--- src/rtl/irq_controller_if.sv ---
// Interrupt controller bundle between interrupt sources/CSR writes and the core.
// master = controller side, slave = core/source side.
interface irq_controller_if #(
    parameter int unsigned NUM_SRC = 8
);
    localparam int unsigned CW = (NUM_SRC > 1) ? $clog2(NUM_SRC) : 1;

    logic [NUM_SRC-1:0] irq_in;
    logic               mask_we;
    logic [NUM_SRC-1:0] mask_wdata;
    logic               irq_req;
    logic [CW-1:0]      irq_cause;
    logic [31:0]        irq_vector;
    logic               irq_ack;
    logic               irq_ret;
    logic               irq_active;
    logic [NUM_SRC-1:0] pending;
    logic [31:0]        irq_count;

    modport master (
        input  irq_in, mask_we, mask_wdata, irq_ack, irq_ret,
        output irq_req, irq_cause, irq_vector, irq_active, pending, irq_count
    );

    modport slave (
        output irq_in, mask_we, mask_wdata, irq_ack, irq_ret,
        input  irq_req, irq_cause, irq_vector, irq_active, pending, irq_count
    );
endinterface

--- src/rtl/irq_controller.sv ---
// Edge-detecting, maskable, fixed-priority interrupt controller with a single-level
// req/ack/ret handshake. Define IRQ_COUNT_EN to enable the serviced-interrupt counter.
module irq_controller #(
    parameter int unsigned NUM_SRC  = 8,
    parameter logic [31:0] VEC_BASE = 32'h0000_0100
) (
    input logic clk,
    input logic reset,
    irq_controller_if.master bus
);
    localparam int unsigned CW = (NUM_SRC > 1) ? $clog2(NUM_SRC) : 1;

    typedef enum logic [1:0] {IDLE, REQ, SERVICE} state_t;

    state_t             state_q, state_d;
    logic [NUM_SRC-1:0] irq_in_q;
    logic [NUM_SRC-1:0] pending_q, pending_d;
    logic [NUM_SRC-1:0] mask_q;
    logic               req_q, req_d;
    logic               active_q, active_d;
    logic [CW-1:0]      cause_q, cause_d;
    logic [CW-1:0]      win_c;
    logic               ack_ok_c;
    logic [NUM_SRC-1:0] event_c;
    logic [NUM_SRC-1:0] eligible_c;
    logic [NUM_SRC-1:0] clr_c;

    assign event_c    = bus.irq_in & ~irq_in_q;
    assign eligible_c = pending_q & mask_q;
    assign clr_c      = ack_ok_c ? (NUM_SRC'(1) << cause_q) : '0;
    // Set beats clear when an event lands on the bit being acknowledged
    assign pending_d  = (pending_q & ~clr_c) | event_c;

    // Fixed priority: scan downward so the lowest eligible index is assigned last
    always_comb begin
        win_c = '0;
        for (int i = int'(NUM_SRC) - 1; i >= 0; i--) begin
            if (eligible_c[i]) win_c = CW'(i);
        end
    end

    always_comb begin
        state_d  = state_q;
        req_d    = req_q;
        active_d = active_q;
        cause_d  = cause_q;
        ack_ok_c = 1'b0;
        case (state_q)
            IDLE: begin
                if (|eligible_c) begin
                    cause_d = win_c;
                    req_d   = 1'b1;
                    state_d = REQ;
                end
            end
            REQ: begin
                if (bus.irq_ack) begin
                    ack_ok_c = 1'b1;
                    req_d    = 1'b0;
                    active_d = 1'b1;
                    state_d  = SERVICE;
                end
            end
            SERVICE: begin
                if (bus.irq_ret) begin
                    active_d = 1'b0;
                    state_d  = IDLE;
                end
            end
            default: state_d = IDLE;
        endcase
    end

    always_ff @(posedge clk or posedge reset) begin
        if (reset) begin
            state_q   <= IDLE;
            irq_in_q  <= '0;
            pending_q <= '0;
            mask_q    <= '1;
            req_q     <= 1'b0;
            active_q  <= 1'b0;
            cause_q   <= '0;
        end else begin
            state_q   <= state_d;
            irq_in_q  <= bus.irq_in;
            pending_q <= pending_d;
            if (bus.mask_we) mask_q <= bus.mask_wdata;
            req_q     <= req_d;
            active_q  <= active_d;
            cause_q   <= cause_d;
        end
    end

`ifdef IRQ_COUNT_EN
    logic [31:0] count_q;

    always_ff @(posedge clk or posedge reset) begin
        if (reset) begin
            count_q <= 32'h0;
        end else if (ack_ok_c) begin
            count_q <= count_q + 32'd1;
        end
    end

    assign bus.irq_count = count_q;
`else
    assign bus.irq_count = 32'h0;
`endif

    assign bus.irq_req    = req_q;
    assign bus.irq_active = active_q;
    assign bus.irq_cause  = cause_q;
    assign bus.pending    = pending_q;
    assign bus.irq_vector = VEC_BASE + (32'(cause_q) << 2);
endmodule

--- src/flat_wrapper.sv ---
// flat-port wrapper written by rule: the top's interface ports become plain ports
module irq_controller_flat 
#(
    parameter int unsigned NUM_SRC  = 8,
    parameter logic [31:0] VEC_BASE = 32'h0000_0100
)
  (clk, reset, bus_irq_in, bus_mask_we, bus_mask_wdata, bus_irq_ack, bus_irq_ret, bus_irq_req, bus_irq_cause, bus_irq_vector, bus_irq_active, bus_pending, bus_irq_count);
  irq_controller_if #(.NUM_SRC(NUM_SRC)) bus_i ();
  input logic clk;
  input logic reset;
  input wire logic [$bits(bus_i.irq_in)-1:0] bus_irq_in;
  input wire logic [$bits(bus_i.mask_we)-1:0] bus_mask_we;
  input wire logic [$bits(bus_i.mask_wdata)-1:0] bus_mask_wdata;
  input wire logic [$bits(bus_i.irq_ack)-1:0] bus_irq_ack;
  input wire logic [$bits(bus_i.irq_ret)-1:0] bus_irq_ret;
  output wire logic [$bits(bus_i.irq_req)-1:0] bus_irq_req;
  output wire logic [$bits(bus_i.irq_cause)-1:0] bus_irq_cause;
  output wire logic [$bits(bus_i.irq_vector)-1:0] bus_irq_vector;
  output wire logic [$bits(bus_i.irq_active)-1:0] bus_irq_active;
  output wire logic [$bits(bus_i.pending)-1:0] bus_pending;
  output wire logic [$bits(bus_i.irq_count)-1:0] bus_irq_count;
  assign bus_i.irq_in = bus_irq_in;
  assign bus_i.mask_we = bus_mask_we;
  assign bus_i.mask_wdata = bus_mask_wdata;
  assign bus_i.irq_ack = bus_irq_ack;
  assign bus_i.irq_ret = bus_irq_ret;
  assign bus_irq_req = bus_i.irq_req;
  assign bus_irq_cause = bus_i.irq_cause;
  assign bus_irq_vector = bus_i.irq_vector;
  assign bus_irq_active = bus_i.irq_active;
  assign bus_pending = bus_i.pending;
  assign bus_irq_count = bus_i.irq_count;
  irq_controller #(.NUM_SRC(NUM_SRC), .VEC_BASE(VEC_BASE)) u_core (.clk(clk), .reset(reset), .bus(bus_i));
endmodule
--- config.mk ---
export PLATFORM = sky130hd
export DESIGN_NAME = irq_controller_flat
export DESIGN_NICKNAME = d
export VERILOG_FILES = /design/src/rtl/irq_controller_if.sv /design/src/rtl/irq_controller.sv /design/src/flat_wrapper.sv
export SDC_FILE = /design/constraint.sdc
export NUM_CORES = 1
export LEC_CHECK = 0
export CAP_MARGIN = 20
export CORE_MARGIN = 2
export CORE_UTILIZATION = 43
export CTS_BUF_LIST = sky130_fd_sc_hd__clkbuf_8
export DETAILED_ROUTE_END_ITERATION = 10
export PLACE_DENSITY_LB_ADDON = 0.12
export SETUP_SLACK_MARGIN = 0.2
export SKIP_LAST_GASP = 1
export SLEW_MARGIN = 10
export SYNTH_ARGS = -nofsm -noshare
export SYNTH_HDL_FRONTEND = slang
export SYNTH_SLANG_ARGS = --single-unit
export TNS_END_PERCENT = 50
--- constraint.sdc ---
create_clock -name clk -period 3.5 [get_ports clk]
set_input_delay 0.35 -clock clk [delete_from_list [all_inputs] [get_ports clk]]
set_output_delay 0.35 -clock clk [all_outputs]
set_load 0.03 [all_outputs]
==> impl_results.md, run 1 <==
- Status: finished, final reports clean
- Gpl congestion: 0.734
- Number of synthesis warnings: 0
- Critical path data arrival time: 1.54 ns
- Layout cell share with drive strength beyond 1: 0.144
- Root buffer cell: clkbuf_8
- Pint: 824 uW
- Worst setup margin: 1.61 ns
- Final Skew: 0.00583 ns
- Max Freq: 529 MHz
- Leakage power: 0.000926 uW
- TritonCTS clock tree: built
- Commonest non-fill, non-tap cell in the layout: conb_1
- CTS Hold Buffers Added: 0
- Vias in the first global route: 1022
- Worst path cell trace: clkdlybuf4s50_1
- Num CTS Buffers: 5
- Area growth syn-to-layout: 15.7%
- Tmin final: 1.89 ns
- Ant. Diodes: 0
- Ys flop type: dfrtp_1
- Slew headroom: 0.588
- Power Dens Cells: 719 nW/um^2
- Worst reg2reg path depth: 4
- Critical R2R Capture: u_core.bus.irq_cause[0]$_DFFE_PP0P_
- WP buf/inv: 1
- Synthesized flop and latch total: 31
- Final HPWL DP: 2340 um
- Origin of the critical flop-to-flop path: u_core.bus.pending[4]$_DFF_PP0_
- Commonest non-fill, non-tap cells in the layout: conb_1, clkdlybuf4s50_1, dfrtp_1, o21ai_0, inv_1
- Die Y: 67.4 um
- Clock tree buffer depth: 2
- Cell area after synthesis: 1730 sq um
- RSZ-0062 raised after global routing: false
- Critical-path top delay cell: clkdlybuf4s50_1
- Post-CTS setup buffers: 0
- Wire length per cell: 11.5 um
- Tcrit/Tclk final: 0.541
- FFs w/ async S/R, synth: 1.00
- Congestion Overflow GR: 0
- Gate Count Post-Synth: 170
- Peak VDD IR: 0.289 mV
- Tot GR Track Use: 0.148
- Clock-pin transition on the worst setup and hold timing paths: 0.06 ns
- Sw Pwr: 615 uW
- Hold crit path type: flip-flop to flip-flop
- Clock share of power: 0.188
- Simple-gate share of the synthesized area: 0.0521
- Via/cell ratio: 4.28
- Max Fanout on Critical Path: 8
- Largest cells by area after synthesis: dfrtp_1, buf_4, dfstp_2, mux2_2, o21ai_0
- Logic pwr share: 0.426
- CP Launch Type: flip-flop
- Final WL: 2970 um
- Sequential share of power: 0.387
- Adder-Cell Fraction of Synth Area: 0
- Setup crit start: u_core.bus.irq_cause[0]$_DFFE_PP0P_
- Core area: 3940 sq um
- # resized after CTS: 0
- DR pass1 iterations: 4
- Initial Util: 0.439
- Multiplexer share of the synthesized area: 0.0607
- Setup Viol. Count Final: 0
- Sw Share: 0.427
- Die X: 67.4 um
- Top-area cell type share of the netlist area: 0.333
- Sink Count: 31
- Main combinational cell family by area after synthesis: buffers and inverters
- Largest net degree at the start of global routing: 19
- Via count: 1108
- Antenna viol nets, final: 0
- Number of DRC markers in iteration 0: 12
- CP required: 3.15 ns
- Die footprint: 4550 sq um
- Number of flops mapped to enable cells by yosys: 0
- Crit path to: bus_irq_cause[0]
- Distinct cell type count after synthesis: 26
- CP peak stage delay: 0.73 ns
- # IOs: 98
- Final setup TNS: 0 ns
- Avg Inst Size Synth: 10.2 sq um
- Residual DRC: 0
- Worst Tran Pin Value: 0.618 ns
- Sequential share of the synthesized area: 0.454
- Dpl ws: 1.85 ns
- Initial antenna violation count: 0
- CP Depth: 1
- XOR/XNOR Fraction of Synth Area: 0
- Compound-Gate Fraction of Synth Area: 0.124
- Final net count: 229
- Cell taking the most area after synthesis: dfrtp_1
- Reg2reg setup slack: 2.07 ns
- First-pass GRT wire length: 4720 um
- Max Slew Vio Count: 0
- CP Class: flip-flop to primary output
- Hold Violations, Final: 0
- Critical Path End Type: primary output
- IO Port Bufs: 36
- H-tree Lvls: 2
- Clk_lat worst skew: 0.29 ns
- Standard-cell rows: 23
- Delay-heaviest family, CP: buffers and inverters
- Max Cap Viol: 0
how the worst min path moves through the flow:
stage / startpoint / depth (start not counted) / slack [ns] / endpoint
after floorplan: bus_irq_in[0] / 0 / 0.38 / u_core.irq_in_q[0]$_DFF_PP0_
after global placement: u_core.irq_in_q[0]$_DFF_PP0_ / 1 / 0.40 / u_core.bus.pending[0]$_DFF_PP0_
after detailed placement: u_core.irq_in_q[0]$_DFF_PP0_ / 1 / 0.41 / u_core.bus.pending[0]$_DFF_PP0_
after CTS: u_core.irq_in_q[0]$_DFF_PP0_ / 1 / 0.42 / u_core.bus.pending[0]$_DFF_PP0_
after global routing: u_core.irq_in_q[0]$_DFF_PP0_ / 1 / 0.43 / u_core.bus.pending[0]$_DFF_PP0_
final: u_core.irq_in_q[0]$_DFF_PP0_ / 1 / 0.41 / u_core.bus.pending[0]$_DFF_PP0_
through the flow:
step | cells | instance area, sq um | utilization | hold slack (ns) | power, uW
2_1_floorplan | 229 | 1950 | - | 0.381 | 1020
3_3_place_gp | 250 | 1890 | 0.479 | 0.403 | 1170
3_5_place_dp | 251 | 1920 | 0.486 | 0.407 | 1180
4_1_cts | 259 | 2000 | 0.508 | 0.416 | 1460
5_1_grt | 259 | 2000 | 0.508 | 0.425 | 1540
6_report | 259 | 2000 | 0.508 | 0.413 | 1440
Yosys cell counts, types with 3 or more instances:
| library cell | number |
|---|---|
| buf_4 | 64 |
| dfrtp_1 | 23 |
| o21ai_0 | 15 |
| inv_1 | 11 |
| nand2_1 | 10 |
| dfstp_2 | 8 |
| mux2_2 | 8 |
| a21oi_1 | 6 |
| a22oi_1 | 3 |
state kept, by name, summed over array words and instances (netlist names):
name and flops:
u_core.state_q 2, u_core.bus.irq_req 1, u_core.bus.irq_active 1, u_core.irq_in_q 8
u_core.bus.irq_cause 3, u_core.mask_q 8, u_core.bus.pending 8
power by group through the flow:
stage / sequential (uW) / combinational [uW] / clock [uW]
2_1_floorplan: 640 / 377 / 0
3_3_place_gp: 559 / 609 / 0
3_5_place_dp: 562 / 617 / 0
4_1_cts: 557 / 619 / 282
5_1_grt: 572 / 664 / 299
6_report: 556 / 612 / 270
kinds of logic after synthesis:
kind of cell	count (synthesis)
buf+inv	76
simple gates	18
other cells	2
compound gates	34
flops	31
mux	9
layer usage:
layer / up-vias / share of wire / global-route usage / wire length [um]
met3: 6 / 0.087 / 0.0667 / 258
met1: 531 / 0.40 / 0.182 / 1200
met2: 57 / 0.49 / 0.222 / 1460
li1: 514 / - / - / -
met4: 0 / 0.018 / 0.0689 / 54
met5: - / 0 / 0 / 0
final cells by class:
type                       count  area (sq um)
clock buffer                   5          68.8
inverter                      11          41.3
timing repair buffer          37           388
sequential                    31           786
fill                         384          1940
clock inverter                 3          16.3
tap                           50          62.6
multi-input combinational    122           639
(Power assumes the default switching activity.)
==> run 2, diff against run 1 <==
Settings changed: CORE_UTILIZATION 43 to 36.
Clock period 3.5 ns to 1.7 ns, I/O delays scaled along.
==> run 2 against run 1 <==
Register-to-register slack worse by 1.8 ns; global-route usage down 2.6 points; final area up 2.2%; largest power group unchanged.
==> impl_results.md, run 2 (synthesis results as in run 1) <==
- Leakage power: 0.000960 uW (+3.6%)
- Tmin final: 1.54 ns
- Die Y: 73.3 um (+8.7%)
- Clock share of power: 0.265 (+0.077)
- Layout cell share with drive strength beyond 1: 0.148 (+0.00408)
- Number of DRC markers in iteration 0: 53 (+41)
- Final Skew: 0.0107 ns (+0.00483 ns)
- TritonCTS clock tree: built
- Worst path cell trace: clkdlybuf4s50_1
- Core area: 4690 sq um (+19%)
- Sw Pwr: 1260 uW (+110%)
- Vias in the first global route: 1052 (+2.9%)
- Antenna viol nets, final: 0 (unchanged)
- Max Fanout on Critical Path: 4 (-4)
- Area growth syn-to-layout: 18.2%
- Via/cell ratio: 4.20 (-1.8%)
- Via count: 1109 (+0.090%)
- Register area: 786 sq um (unchanged)
- Initial Util: 0.369 (-0.0701)
- CP peak stage delay: 0.69 ns (-0.04 ns)
- H-tree Lvls: 2 (unchanged)
- Core Util, Final: 0.436 (-0.0718)
- Setup Viol. Count Final: 0 (unchanged)
- Status: finished, final reports clean
- Largest net degree at the start of global routing: 32 (+13)
- Final net count: 230 (+0.44%)
- Standard-cell rows: 25 (+8.7%)
- Final WL: 3070 um (+3.3%)
- Hold Violations, Final: 0 (unchanged)
- Post-DP Area: 1910 sq um (-0.39%)
- Pint: 1940 uW (+140%)
- Ant. Diodes: 0 (unchanged)
- CP required: 1.53 ns (-1.62 ns)
- Tot GR Track Use: 0.122 (-0.0261)
- Critical-path top delay cell: clkdlybuf4s50_1
- Delay-heaviest family, CP: buffers and inverters
- Logic pwr share: 0.381 (-0.045)
- WP buf/inv: 1 (unchanged)
- Peak VDD IR: 0.729 mV (+150%)
- Sw Share: 0.394 (-0.0332)
- Sequential share of power: 0.354 (-0.033)
- Clk_lat worst skew: 0.28 ns (about the same)
- Clock tree buffer depth: 2 (unchanged)
- Max Freq: 650 MHz
- Gpl congestion: 0.667 (-9.2%)
- Hold crit path type: primary input to async pin
- Die X: 73.3 um (+8.7%)
- Critical Path End Type: primary output
- CP Launch Type: flip-flop
- Die footprint: 5380 sq um (+18%)
- Num CTS Buffers: 5 (unchanged)
- Tcrit/Tclk final: 0.906
- Residual DRC: 0 (unchanged)
- Final HPWL DP: 2420 um (+3.4%)
- IO Port Bufs: 36 (unchanged)
- Post-route cell area: 2050 sq um (+2.2%)
- Power Dens Cells: 1560 nW/um^2 (+120%)
- Congestion Overflow GR: 0 (unchanged)
- CTS Hold Buffers Added: 0 (unchanged)
- Fillers: 474 (+23%)
- Area of the multi-input gates: 639 sq um (unchanged)
- Clock-pin transition on the worst setup and hold timing paths: 0.07 ns (about the same)
- Root buffer cell: clkbuf_8
- Max Slew Vio Count: 0 (unchanged)
- Commonest non-fill, non-tap cell in the layout: conb_1
- First-pass GRT wire length: 4870 um (+3.2%)
- Sink Count: 31 (unchanged)
- RSZ-0062 raised after global routing: true
- Commonest non-fill, non-tap cells in the layout: conb_1, clkdlybuf4s50_1, dfrtp_1, o21ai_0, inv_1
- # IOs: 98 (unchanged)
- CP Class: flip-flop to primary output
- Wire length per cell: 11.6 um (+1.3%)
- Critical path data arrival time: 1.37 ns (-0.17 ns)
- Max Cap Viol: 0 (unchanged)
- DR pass1 iterations: 2 (-2)
- Final setup TNS: 0 ns (unchanged)
- Initial antenna violation count: 0 (unchanged)
run 2: cell count changes in the layout (fill, tap and decap cells not counted), sizes merged:
cell | before | now
clkinvlp | 1 | 0
dlygate4sd2 | 0 | 7
buf | 1 | 2
clkdlybuf4s50 | 36 | 24
bufinv | 0 | 2
clkinv | 1 | 0
dlymetal6s2s | 0 | 5
run 2: power groups by stage:
stage,clock [uW],sequential [uW],combinational [uW]
2_1_floorplan,0,1320,776
3_3_place_gp,0,1150,1280
3_5_place_dp,0,1150,1290
4_1_cts,871,1140,1240
5_1_grt,908,1170,1330
6_report,848,1130,1220
run 2: per-layer routing:
layer  vias up  part of all wire  track usage
li1        518                 -            -
met1       524              0.41        0.152
met2        60              0.49        0.191
met3         7             0.090       0.0453
met4         0             0.013       0.0485
met5         -                 0            0
run 2: worst paths after layout:
| kind | startpoint | end | slack, ns | depth (start not counted) |
|---|---|---|---|---|
| hold / removal | reset | u_core.bus.irq_active$_DFFE_PP0P_ | 0.26 | 3 |
| setup reg to reg | u_core.bus.pending[3]$_DFF_PP0_ | u_core.bus.irq_cause[0]$_DFFE_PP0P_ | 0.26 | 4 |
| max in group asynchronous | reset | u_core.mask_q[2]$_DFFE_PP1P_ | 1.11 | 3 |
| hold reg to reg | u_core.irq_in_q[5]$_DFF_PP0_ | u_core.bus.pending[5]$_DFF_PP0_ | 0.41 | 1 |
| setup / recovery | u_core.bus.pending[0]$_DFF_PP0_ | bus_pending[0] | 0.16 | 1 |
| min in group clk | bus_irq_in[7] | u_core.irq_in_q[7]$_DFF_PP0_ | 0.34 | 1 |
run 2: area by class of cell:
class,count,area share
tap,54,0.0330
clock inverter,3,0.0312
inverter,11,0.0202
multi-input combinational,122,0.313
sequential,31,0.384
timing repair buffer,38,0.185
clock buffer,5,0.0336
run 2: stage by stage:
stage,std cells,setup slack (ns),hold WS (ns),power (uW)
4_1_cts,264,0.104,0.276,3250
5_1_grt,264,0.106,0.330,3400
3_5_place_dp,256,0.191,0.408,2440
6_report,264,0.160,0.256,3200
3_3_place_gp,256,0.204,0.405,2430
2_1_floorplan,229,0.257,0.201,2090
run 2: repair_timing:
action / CTS / global route
setup endpoints to repair: 15 / 10
buffers inserted: 0 / 0
cloned: 0 / 0
gates resized for setup: 7 / 5
==> run 3, diff against run 2 <==
Settings changed: SKIP_CTS_REPAIR_TIMING from default to 1.
==> run 3 against run 2 <==
Hold slack worse by 0.0011 ns; critical path depth unchanged; sequential share of layout area down 0.26 points; sequential power about the same; die area unchanged; core utilization up 0.29 points; setup slack worse by 0.040 ns; via count unchanged; maximum frequency down 2.6%; final area up 0.67%; total power up 1.6%; register-to-register slack about the same.
==> impl_results.md, run 3 (synthesis results as in run 1) <==
- Area growth syn-to-layout: 19.0%
- Clock tree buffer depth: 2 (unchanged)
- Wire length per cell: 11.6 um (-0.42%)
- Tmin final: 1.58 ns (+0.0405 ns)
- Max Freq: 633 MHz (-2.6%)
- Critical-path top delay cell: clkdlybuf4s50_1
- CP Class: flip-flop to primary output
- Pwr Total: 3250 uW (+1.6%)
- CP Launch Type: flip-flop
- IO Port Bufs: 36 (unchanged)
- Critical path data arrival time: 1.41 ns (+0.04 ns)
- Initial Util: 0.369 (unchanged)
- Reg2reg setup slack: 0.26 ns (about the same)
- Commonest non-fill, non-tap cells in the layout: conb_1, clkdlybuf4s50_1, dfrtp_1, o21ai_0, inv_1
- WHS: 0.254 ns (-0.00107 ns)
- Die X: 73.3 um (unchanged)
- Area of the multi-input gates: 639 sq um (unchanged)
- Vias in the first global route: 1049 (-0.29%)
- First-pass GRT wire length: 4860 um (-0.29%)
- Gpl congestion: 0.667 (unchanged)
- Hold crit path type: primary input to async pin
- RSZ-0062 raised after global routing: true
- Setup Viol. Count Final: 0 (unchanged)
- Delay-heaviest family, CP: buffers and inverters
- Residual DRC: 0 (unchanged)
- Ant. Diodes: 0 (unchanged)
- WP buf/inv: 1 (unchanged)
- Root buffer cell: clkbuf_8
- Status: finished, final reports clean
- Commonest non-fill, non-tap cell in the layout: conb_1
- Worst path cell trace: clkdlybuf4s50_1
- Max Fanout on Critical Path: 5 (+1)
- Number of DRC markers in iteration 0: 50 (-5.7%)
- Largest net degree at the start of global routing: 32 (unchanged)
- CP peak stage delay: 0.70 ns (about the same)
- Register area: 786 sq um (unchanged)
- Via count: 1109 (unchanged)
- Placed cells: 256 (unchanged)
- Tot GR Track Use: 0.121 (-0.000577)
- Final setup TNS: 0 ns (unchanged)
- Antenna viol nets, final: 0 (unchanged)
- Final Skew: 0.0106 ns (-0.0000668 ns)
- Power Dens Cells: 1580 nW/um^2 (+0.96%)
- DR pass1 iterations: 2 (unchanged)
- Leakage power: 0.000991 uW (+3.2%)
- Layout cell share with drive strength beyond 1: 0.148 (unchanged)
- Clock-pin transition on the worst setup and hold timing paths: 0.07 ns (about the same)
- Max Cap Viol: 0 (unchanged)
- CP required: 1.53 ns (about the same)
- Die Y: 73.3 um (unchanged)
- H-tree Lvls: 2 (unchanged)
- Congestion Overflow GR: 0 (unchanged)
- Tcrit/Tclk final: 0.929 (+0.0238)
- Via/cell ratio: 4.20 (unchanged)
- Post-route insts no fill: 264 (unchanged)
- Initial antenna violation count: 0 (unchanged)
- Standard-cell rows: 25 (unchanged)
- Max Slew Vio Count: 0 (unchanged)
- Sink Count: 31 (unchanged)
- TritonCTS clock tree: built
- Clk_lat worst skew: 0.28 ns (about the same)
- Final WL: 3060 um (-0.42%)
- Hold Violations, Final: 0 (unchanged)
- Num CTS Buffers: 5 (unchanged)
- Die footprint: 5380 sq um (unchanged)
- Final net count: 230 (unchanged)
- # IOs: 98 (unchanged)
- Core area: 4690 sq um (unchanged)
- Peak VDD IR: 0.767 mV (+5.2%)
- Fillers: 467 (-1.5%)
- Critical Path End Type: primary output
- Final HPWL DP: 2420 um (unchanged)
## run 3: layout make-up
cell class	count	area share
sequential	31	0.382
multi-input combinational	122	0.310
timing repair buffer	38	0.191
clock buffer	5	0.0334
tap	54	0.0328
clock inverter	3	0.0310
inverter	11	0.0200
## run 3: metal layers
layer / track usage / part of all wire / vias to the layer above
met2: 0.188 / 0.48 / 60
met5: 0 / 0 / -
li1: - / - / 520
met3: 0.0453 / 0.091 / 7
met4: 0.0485 / 0.013 / 0
met1: 0.153 / 0.42 / 522
## run 3: stage by stage
step                      area [sq um]  utilization  setup WS [ns]
after floorplan                   1950            -          0.257
after global placement            1910        0.407          0.204
after detailed placement          1910        0.407          0.191
after CTS                         2040        0.435        -0.0356
after global routing              2060        0.439         0.0641
final                             2060        0.439          0.120
## run 3: path summary, 6_finish.rpt
kind,startpoint,endpoint,cells past startpoint
setup reg to reg,u_core.bus.pending[1]$_DFF_PP0_,u_core.bus.irq_cause[0]$_DFFE_PP0P_,4
setup / recovery,u_core.bus.irq_cause[2]$_DFFE_PP0P_,bus_irq_vector[4],1
hold / removal,reset,u_core.bus.irq_active$_DFFE_PP0P_,3
min in group clk,bus_irq_in[7],u_core.irq_in_q[7]$_DFF_PP0_,1
hold reg to reg,u_core.irq_in_q[5]$_DFF_PP0_,u_core.bus.pending[5]$_DFF_PP0_,1
max in group asynchronous,reset,u_core.mask_q[2]$_DFFE_PP1P_,3
## run 3: worst min-delay path, cell delays in order
cell	delay, ns
clkdlybuf4s50_1	0.39
inv_1	0.05
buf_4	0.34
## run 3: power by group
part	total [uW]	leakage (uW)	switching (uW)	internal, uW
clock	849	0.0000695	270	580
sequential	1140	0.000334	214	921
combinational	1270	0.000587	780	488
total	3250	0.000991	1260	1990
